**config.mk**
```make
export PLATFORM = sky130hd
export DESIGN_NAME = uart_rx_assembler
export DESIGN_NICKNAME = d
export VERILOG_FILES = /design/src/rtl/uart_pkg.sv /design/src/rtl/rx_idle_timer.sv /design/src/rtl/uart_rx_assembler.sv
export SDC_FILE = /design/constraint.sdc
export NUM_CORES = 1
export LEC_CHECK = 0
export CAP_MARGIN = 20
export CORE_ASPECT_RATIO = 2
export CORE_MARGIN = 2
export CORE_UTILIZATION = 40
export DETAILED_ROUTE_END_ITERATION = 8
export PLACE_DENSITY = 0.62
export SYNTH_ARGS = -nofsm -noshare
export SYNTH_HDL_FRONTEND = slang
export SYNTH_SLANG_ARGS = --single-unit
```
**constraint.sdc**
```tcl
create_clock -name iClk -period 2.9 [get_ports iClk]
set_input_delay 0.58 -clock iClk [delete_from_list [all_inputs] [get_ports iClk]]
set_output_delay 0.58 -clock iClk [all_outputs]
set_load 0.02 [all_outputs]
```
**src/rtl/uart_pkg.sv**
```systemverilog
// Shared UART definitions: assembler state encoding and the bit-timing helper
// used by uart_tx, uart_rx and uart_rx_assembler.
package uart_pkg;

  typedef enum logic [1:0] {
    S_IDLE    = 2'd0,
    S_COLLECT = 2'd1,
    S_HOLD    = 2'd2
  } rxAsmState_t;

  // Clock cycles per 10-bit UART character (start + 8 data + stop).
  function automatic int byteCycles(input int clkFreq, input int baudRate);
    longint cyc;
    cyc = (longint'(clkFreq) * 64'sd10) / longint'(baudRate);
    return int'(cyc);
  endfunction

endpackage

```
**src/rtl/rx_idle_timer.sv**
```systemverilog
// Idle-gap timer: counts enabled cycles since the last clear and flags the
// cycle in which the count sits at TMO_CYC-1 while still enabled.
module rx_idle_timer #(
  parameter int TMO_CYC = 400
) (
  input  logic iClk,
  input  logic iRst,
  input  logic iClear,
  input  logic iEnable,
  output logic oTerm
);

  localparam int TW = $clog2(TMO_CYC + 1);
  localparam logic [TW-1:0] TERM = TW'(TMO_CYC - 1);

  logic [TW-1:0] rCount;

  // Saturates at TERM so a stalled consumer of oTerm can never see a wrap.
  always_ff @(posedge iClk) begin
    if (iRst || iClear) begin
      rCount <= '0;
    end else if (iEnable && (rCount != TERM)) begin
      rCount <= rCount + 1'b1;
    end
  end

  assign oTerm = iEnable && (rCount == TERM);

endmodule

```
**src/rtl/uart_rx_assembler.sv**
```systemverilog
// Packs NBYTES received UART bytes (first byte in the MSBs) into one word and
// offers it downstream; a partial frame is dropped after an idle timeout.
module uart_rx_assembler
  import uart_pkg::*;
#(
  parameter int NBYTES        = 32,
  parameter int CLK_FREQ      = 125_000_000,
  parameter int BAUD_RATE     = 115_200,
  parameter int TIMEOUT_BYTES = 4
) (
  input  logic                iClk,
  input  logic                iRst,
  input  logic [7:0]          iRxByte,
  input  logic                iRxDone,
  output logic [NBYTES*8-1:0] oData,
  output logic                oValid,
  input  logic                iReady,
  output logic                oBusy,
  output logic                oTimeout,
  output logic                oOverrun,
  output logic [1:0]          oState
);

  localparam int W        = NBYTES * 8;
  localparam int BYTE_CYC = byteCycles(CLK_FREQ, BAUD_RATE);
  localparam int TMO_CYC  = TIMEOUT_BYTES * BYTE_CYC;
  localparam int CW       = $clog2(NBYTES + 1);
  localparam logic [CW-1:0] LAST_IDX = CW'(NBYTES - 1);
  localparam logic [CW-1:0] ONE      = CW'(1);

  // Handshake: a frame moves on every rising edge where oValid && iReady;
  // oData and oValid stay unchanged until that edge.

  rxAsmState_t   state, nextState;
  logic [W-1:0]  rBuf, nextBuf;
  logic [W-1:0]  rData, nextData;
  logic [CW-1:0] rCnt, nextCnt;
  logic          rTimeout, nextTimeout;
  logic          rOverrun, nextOverrun;

  logic [W-1:0]  shifted;
  logic [W-1:0]  byteZext;
  logic          timerEn;
  logic          timerClear;
  logic          timerTerm;

  assign byteZext = W'(iRxByte);

  generate
    if (NBYTES == 1) begin : gSingle
      assign shifted = byteZext;
    end else begin : gMulti
      assign shifted = {rBuf[W-9:0], iRxByte};
    end
  endgenerate

  assign timerEn    = (state == S_COLLECT) && !iRxDone;
  assign timerClear = !timerEn;

  rx_idle_timer #(
    .TMO_CYC(TMO_CYC)
  ) uTimer (
    .iClk   (iClk),
    .iRst   (iRst),
    .iClear (timerClear),
    .iEnable(timerEn),
    .oTerm  (timerTerm)
  );

  always_ff @(posedge iClk) begin
    if (iRst) begin
      state    <= S_IDLE;
      rBuf     <= '0;
      rData    <= '0;
      rCnt     <= '0;
      rTimeout <= 1'b0;
      rOverrun <= 1'b0;
    end else begin
      state    <= nextState;
      rBuf     <= nextBuf;
      rData    <= nextData;
      rCnt     <= nextCnt;
      rTimeout <= nextTimeout;
      rOverrun <= nextOverrun;
    end
  end

  always_comb begin
    nextState   = state;
    nextBuf     = rBuf;
    nextData    = rData;
    nextCnt     = rCnt;
    nextTimeout = 1'b0;
    nextOverrun = 1'b0;
    case (state)
      S_IDLE: begin
        if (iRxDone) begin
          if (NBYTES == 1) begin
            nextData  = byteZext;
            nextBuf   = '0;
            nextCnt   = '0;
            nextState = S_HOLD;
          end else begin
            nextBuf   = byteZext;
            nextCnt   = ONE;
            nextState = S_COLLECT;
          end
        end
      end
      S_COLLECT: begin
        if (iRxDone) begin
          if (rCnt == LAST_IDX) begin
            nextData  = shifted;
            nextBuf   = '0;
            nextCnt   = '0;
            nextState = S_HOLD;
          end else begin
            nextBuf = shifted;
            nextCnt = rCnt + 1'b1;
          end
        end else if (timerTerm) begin
          nextTimeout = 1'b1;
          nextBuf     = '0;
          nextCnt     = '0;
          nextState   = S_IDLE;
        end
      end
      S_HOLD: begin
        if (iReady) begin
          nextState = S_IDLE;
          // A byte landing on the handshake edge opens the next frame.
          if (iRxDone) begin
            if (NBYTES == 1) begin
              nextData  = byteZext;
              nextState = S_HOLD;
            end else begin
              nextBuf   = byteZext;
              nextCnt   = ONE;
              nextState = S_COLLECT;
            end
          end
        end else if (iRxDone) begin
          nextOverrun = 1'b1;
        end
      end
      default: begin
        nextState = S_IDLE;
        nextBuf   = '0;
        nextCnt   = '0;
      end
    endcase
  end

  assign oData    = rData;
  assign oValid   = (state == S_HOLD);
  assign oBusy    = (state == S_COLLECT);
  assign oTimeout = rTimeout;
  assign oOverrun = rOverrun;
  assign oState   = state;

endmodule

```
==> impl_metrics.env, run 1 <==
export IMPL_ys_ff_latch=530
export IMPL_hold_viol_final=0
export IMPL_ir_drop_uv=480
export IMPL_min_period_over_period_pct=94.0
export IMPL_cts_sinks=530
export IMPL_yosysWarningCount=0
export IMPL_drt_iter0_markers=762
export IMPL_drt_wl_total_mm=47.3
export IMPL_cts_max_level=2
export IMPL_clock_path_buffers=3
export IMPL_die_h_um=300
export IMPL_initial_core_util_pct=40.5
export IMPL_pre_cts_slack_ps=228
export IMPL_worstMarginPinSlew_ps=991
export IMPL_drc=0
export IMPL_rsz0062_at_grt="no"
export IMPL_ys_flop_type="dfxtp_1"
export IMPL_grt_max_degree=203
export IMPL_post_drt_via_cell_ratio=5.26
export IMPL_syn_area_sq_um=17600
export IMPL_final_cells=2617
export IMPL_path_max_fanout=66
export IMPL_post_drt_wl_per_cell_um=18.1
export IMPL_antenna_cells=0
export IMPL_io_pins=274
export IMPL_hold_path_class="in -> reg"
export IMPL_vias=13800
export IMPL_cts_tree="built"
export IMPL_criticalPathCategory="reg -> reg"
export IMPL_synthCells=1830
export IMPL_grt_pass1_wl_mm=75.0
export IMPL_layout_drive_gt1_share_pct=5.47
export IMPL_final_antenna_net_count=0
export IMPL_postCtsResizedCells=0
export IMPL_hold_buffers=0
export IMPL_setup_tns_ps=0
export IMPL_cts_root_buf="clkbuf_16"
export IMPL_grt_overflow_total=0
export IMPL_worst_slack_ps=174
export IMPL_critPathRequiredTime_ps=3340
export IMPL_syn_to_final_growth_pct=27.2
export IMPL_syn_nets=1844
export IMPL_final_area_sq_um=22400
export IMPL_fmax_mhz=367
export IMPL_core_sq_um=43400
export IMPL_clock_latency_ps=560
export IMPL_rows=108
export IMPL_cts_setup_buffers=0
export IMPL_powerDensity_nw_per_um2=633
export IMPL_finalPower_mw=14.1
export IMPL_synth_largest_area_cell="dfxtp_1"
export IMPL_slew_viol_final=0
export IMPL_grt_use_total_pct=20.0
export IMPL_first_pass_iters=5
export IMPL_status="finished clean"
export IMPL_power_leakage_nw=7.73
export IMPL_port_buffers=273
export IMPL_grt_antenna_before_repair=0
export IMPL_synth_edf_count=0
export IMPL_cts_made_buffers=46
export IMPL_detailedPlacementHpwl_mm=31.4
export IMPL_max_cap_violations=0
export IMPL_skew_ps=17.5
export IMPL_slew_headroom_pct=33.9
export IMPL_cp_end_kind="flop"
export IMPL_period_needed_ps=2730
export IMPL_nets=2048
export IMPL_grt_pass1_vias=13400
export IMPL_yosysSeqAreaShare_pct=60.4
export IMPL_setup_viol=0
export IMPL_die_area_sq_um=45700
export IMPL_gp_congestion=0.818
export IMPL_synth_top_cell_area_share_pct=60.4
export IMPL_arrival_ps=3170
export IMPL_yosysUniqueCellTypes=47
export IMPL_syn_area_per_cell_sq_um=9.60
export IMPL_synth_area_leaders="dfxtp_1, a22o_1, nand2_1"
export IMPL_startpoint_type="flop"
export IMPL_ys_async_sr_fraction_pct=0
export IMPL_clk_pin_slew_ps=70
export IMPL_chipWidth_um=152
export IMPL_dpl_cell_count=2536
export IMPL_placed_area_sq_um=20700
-- critical path: stages (launching register included) --
cell and delay [ps]:
dfxtp_1 370, or4_4 590, or4_1 650, a22o_4 310
buf_4 310, a22o_1 330
-- routing by layer --
| metal | share of wire (%) | up-vias | global-route usage, % | wire [um] |
|---|---|---|---|---|
| li1 | - | 6731 | - | - |
| met1 | 41 | 6571 | 23.7 | 19300 |
| met2 | 51 | 376 | 36.1 | 24000 |
| met3 | 4.8 | 80 | 3.32 | 2250 |
| met4 | 3.5 | 0 | 7.65 | 1660 |
| met5 | 0 | - | 0 | 0 |
-- final timing paths --
path | startpoint | end | slack [ps] | cells past startpoint
hold reg to reg | oData[213] | oData[213] | 450 | 2
setup reg to reg | uTimer.rCount[4] | rBuf[52] | 170 | 5
setup / recovery | uTimer.rCount[4] | rBuf[52] | 170 | 5
hold / removal | iRst | oState[1] | 250 | 2
-- flip-flops by register name (all words and copies together) (netlist names) --
signal	cells
uTimer.rCount	16
oState	2
rCnt	6
oTimeout	1
oOverrun	1
rBuf	248
oData	256
-- cells by family after synthesis --
logic type / count (synthesis) / synth area share [%]
simple gates: 594 / 13.4
compound gates: 550 / 21.6
flops: 530 / 60.4
buf+inv: 149 / 4.26
xor+xnor: 3 / 0.150
mux: 2 / 0.114
fa+ha+maj: 2 / 0.142
-- Yosys cell counts (2+ instances only) --
cell / n
and3_1: 2
nand2_1: 529
xnor2_1: 2
nor2b_1: 2
nand2b_1: 7
a22o_1: 250
dfxtp_1: 530
o21a_1: 2
and2_1: 2
a41o_1: 5
nor4_1: 4
buf_1: 3
a211oi_1: 3
o21ai_0: 6
mux2i_1: 2
a31oi_1: 5
ha_1: 2
nand4_1: 5
nand3_1: 10
inv_1: 3
a2111o_1: 2
and3b_1: 2
clkbuf_1: 117
buf_6: 25
o41ai_1: 2
a21oi_1: 266
nor2_1: 21
a311oi_1: 2
-- through the flow --
| stage | util [%] | hold slack [ps] |
|---|---|---|
| after detailed placement | 47.8 | 446 |
| after floorplan | - | 432 |
| after CTS | 51.5 | 223 |
| final | 51.5 | 249 |
| after global routing | 51.5 | 234 |
| after global placement | 47.8 | 443 |
-- where the power goes --
part	switching, mW	internal (mW)	total [mW]
combinational	0.227	0.0691	0.296
sequential	0.0152	7.29	7.30
clock	2.71	3.83	6.54
total	2.95	11.2	14.1
-- layout make-up --
class | count | area (sq um)
clock buffers | 66 | 1410
clock inverters | 15 | 219
fillers | 3995 | 21000
inverters | 3 | 11.3
multi-input cells | 1151 | 6260
flip-flops and latches | 530 | 10600
well taps | 550 | 688
repair buffers | 302 | 3160
-- cells in the final DEF, fill, tap and decap left out, drive strengths merged, types with 3 or more instances in the layout --
cell / synthesis / routed
nand3: 10 / 10
dfxtp: 530 / 530
a31oi: 5 / 5
a41o: 5 / 5
a21oi: 266 / 266
nand2b: 7 / 7
a22o: 250 / 250
nor4: 4 / 4
nand2: 529 / 529
inv: 3 / 5
nand4: 5 / 5
o21ai: 6 / 6
a211oi: 3 / 3
buf: 29 / 30
clkbuf: 117 / 66
clkinvlp: 0 / 3
clkinv: 0 / 5
bufinv: 0 / 5
clkdlybuf4s50: 0 / 272
nor2: 21 / 21
Note: power is estimated with default switching activity, not from simulation.
==> run 2: changes to the inputs <==
==> constraint.sdc (replaced) <==
create_clock -name iClk -period 2.9 [get_ports iClk]
set_input_delay 0.435 -clock iClk [delete_from_list [all_inputs] [get_ports iClk]]
set_output_delay 0.435 -clock iClk [all_outputs]
set_load 0.02 [all_outputs]
==> impl_metrics.env, run 2 (same netlist as run 1, synthesis figures left out) <==
export IMPL_status="finished clean"
export IMPL_slew_viol_final=0
export IMPL_clock_latency_ps=570
export IMPL_slew_headroom_pct=38.4
export IMPL_post_drt_via_cell_ratio=5.30
export IMPL_final_antenna_net_count=0
export IMPL_grt_overflow_total=0
export IMPL_cts_setup_buffers=0
export IMPL_layout_common_cells="dfxtp_1, nand2_1, clkdlybuf4s50_1"
export IMPL_cts_root_buf="clkbuf_16"
export IMPL_antenna_cells=0
export IMPL_path_cells="or4_4 > or4_1 > a22o_4 > buf_12 > a22o_1"
export IMPL_dpl_cell_count=2539
export IMPL_cts_max_level=2
export IMPL_skew_ps=25.5
export IMPL_port_buffers=273
export IMPL_startpoint_type="flop"
export IMPL_die_h_um=300
export IMPL_max_cap_violations=0
export IMPL_clk_pin_slew_ps=60
export IMPL_powerDensity_nw_per_um2=612
export IMPL_placed_area_sq_um=20800
export IMPL_first_pass_iters=5
export IMPL_initial_core_util_pct=40.5
export IMPL_drt_wl_total_mm=47.5
export IMPL_die_area_sq_um=45700
export IMPL_gp_congestion=0.801
export IMPL_critPathBufInv=1
export IMPL_hold_buffers=0
export IMPL_clock_path_buffers=3
export IMPL_finalPower_mw=13.6
export IMPL_hold_path_class="in -> reg"
export IMPL_syn_to_final_growth_pct=26.4
export IMPL_grt_use_total_pct=20.1
export IMPL_final_area_sq_um=22200
export IMPL_slowest_stage="or4_1"
export IMPL_criticalPathCategory="reg -> reg"
export IMPL_final_cells=2619
export IMPL_hold_viol_final=0
export IMPL_critPathRequiredTime_ps=3350
export IMPL_cts_made_buffers=45
export IMPL_layout_drive_gt1_share_pct=5.03
export IMPL_cp_end_kind="flop"
export IMPL_n_fill_cell=3970
export IMPL_grt_antenna_before_repair=0
export IMPL_grt_pass1_wl_mm=75.1
export IMPL_rsz0062_at_grt="no"
export IMPL_core_sq_um=43400
export IMPL_arrival_ps=3160
export IMPL_chipWidth_um=152
export IMPL_hold_ws_ps=118
export IMPL_drt_iter0_markers=734
export IMPL_setup_tns_ps=0
export IMPL_postCtsResizedCells=0
export IMPL_final_common_cell="dfxtp_1"
export IMPL_path_max_fanout=102
export IMPL_largest_register_ffs=256
export IMPL_vias=13900
export IMPL_grt_max_degree=188
export IMPL_post_drt_wl_per_cell_um=18.2
export IMPL_fmax_mhz=368
export IMPL_cp_top_family="simple AND/OR/NAND/NOR gates"
export IMPL_period_needed_ps=2720
export IMPL_rows=108
export IMPL_worstMarginPinSlew_ps=923
export IMPL_nets=2050
export IMPL_power_leakage_nw=7.66
export IMPL_io_pins=274
export IMPL_setup_viol=0
export IMPL_detailedPlacementHpwl_mm=31.6
export IMPL_drc=0
export IMPL_cts_tree="built"
export IMPL_min_period_over_period_pct=93.7
export IMPL_cts_sinks=530
export IMPL_cpPeakStageDelay_ps=640
export IMPL_ir_drop_uv=480
export IMPL_grt_pass1_vias=13300
[run 2: changes by cell type in the layout (fill, tap and decap cells not counted)]
| cell | before | now |
|---|---|---|
| clkbuf_16 | 49 | 45 |
| clkinv_8 | 0 | 2 |
| bufinv_16 | 5 | 2 |
| buf_12 | 16 | 17 |
| clkinv_4 | 1 | 0 |
| clkbuf_1 | 5 | 16 |
| buf_4 | 13 | 15 |
| clkinv_2 | 4 | 2 |
| inv_6 | 2 | 1 |
| clkbuf_8 | 12 | 10 |
| clkinvlp_4 | 3 | 2 |
[run 2: report_power, final]
| group | internal (mW) | switching, mW |
|---|---|---|
| registers | 7.29 | 0.0144 |
| clock network | 3.33 | 2.66 |
| logic | 0.0729 | 0.233 |
| total | 10.7 | 2.91 |
[run 2: routing by layer]
layer / wire length [um] / GRT usage, %
met4: 1650 / 7.72
met5: 0 / 0
met1: 18900 / 23.6
met2: 24400 / 36.4
met3: 2610 / 3.66
[run 2: area by class of cell]
type	instances	area, sq um	area share, %
Timing Repair Buffer	305	3190	14.4
Inverter	3	11.3	0.0507
Clock buffer	71	1320	5.96
Sequential cell	530	10600	47.8
Tap cell	550	688	3.10
Multi-Input combinational cell	1151	6260	28.2
Clock inverter	9	126	0.569
[run 2: worst register-to-register path, cell delays in order (launching register included)]
cell,delay [ps]
dfxtp_1,380
or4_4,590
or4_1,640
a22o_4,380
buf_12,260
a22o_1,370
[run 2: final timing paths]
path / cells past startpoint / slack, ps / endpoint / start
setup / recovery: 5 / 180 / rBuf[117] / uTimer.rCount[4]
hold / removal: 2 / 120 / oData[9] / iRst
setup reg to reg: 5 / 180 / rBuf[117] / uTimer.rCount[4]
hold reg to reg: 2 / 450 / oData[190] / oData[190]
[run 2: through the flow]
| stage | utilization (%) | setup slack [ps] |
|---|---|---|
| 2_1_floorplan | - | 445 |
| 3_3_place_gp | 47.9 | 306 |
| 3_5_place_dp | 47.9 | 270 |
| 4_1_cts | 51.2 | 261 |
| 5_1_grt | 51.2 | 120 |
| 6_report | 51.2 | 184 |
==> run 3: changes to the inputs <==
--- a/config.mk
+++ b/config.mk
@@ -10,6 +10,7 @@
 export CORE_MARGIN = 2
 export CORE_UTILIZATION = 40
 export DETAILED_ROUTE_END_ITERATION = 8
+export HOLD_SLACK_MARGIN = 0.03
 export PLACE_DENSITY = 0.62
 export SYNTH_ARGS = -nofsm -noshare
 export SYNTH_HDL_FRONTEND = slang
==> results of run 3 <==
No change in the layout: final DEF, timing and power equal those of run 2.
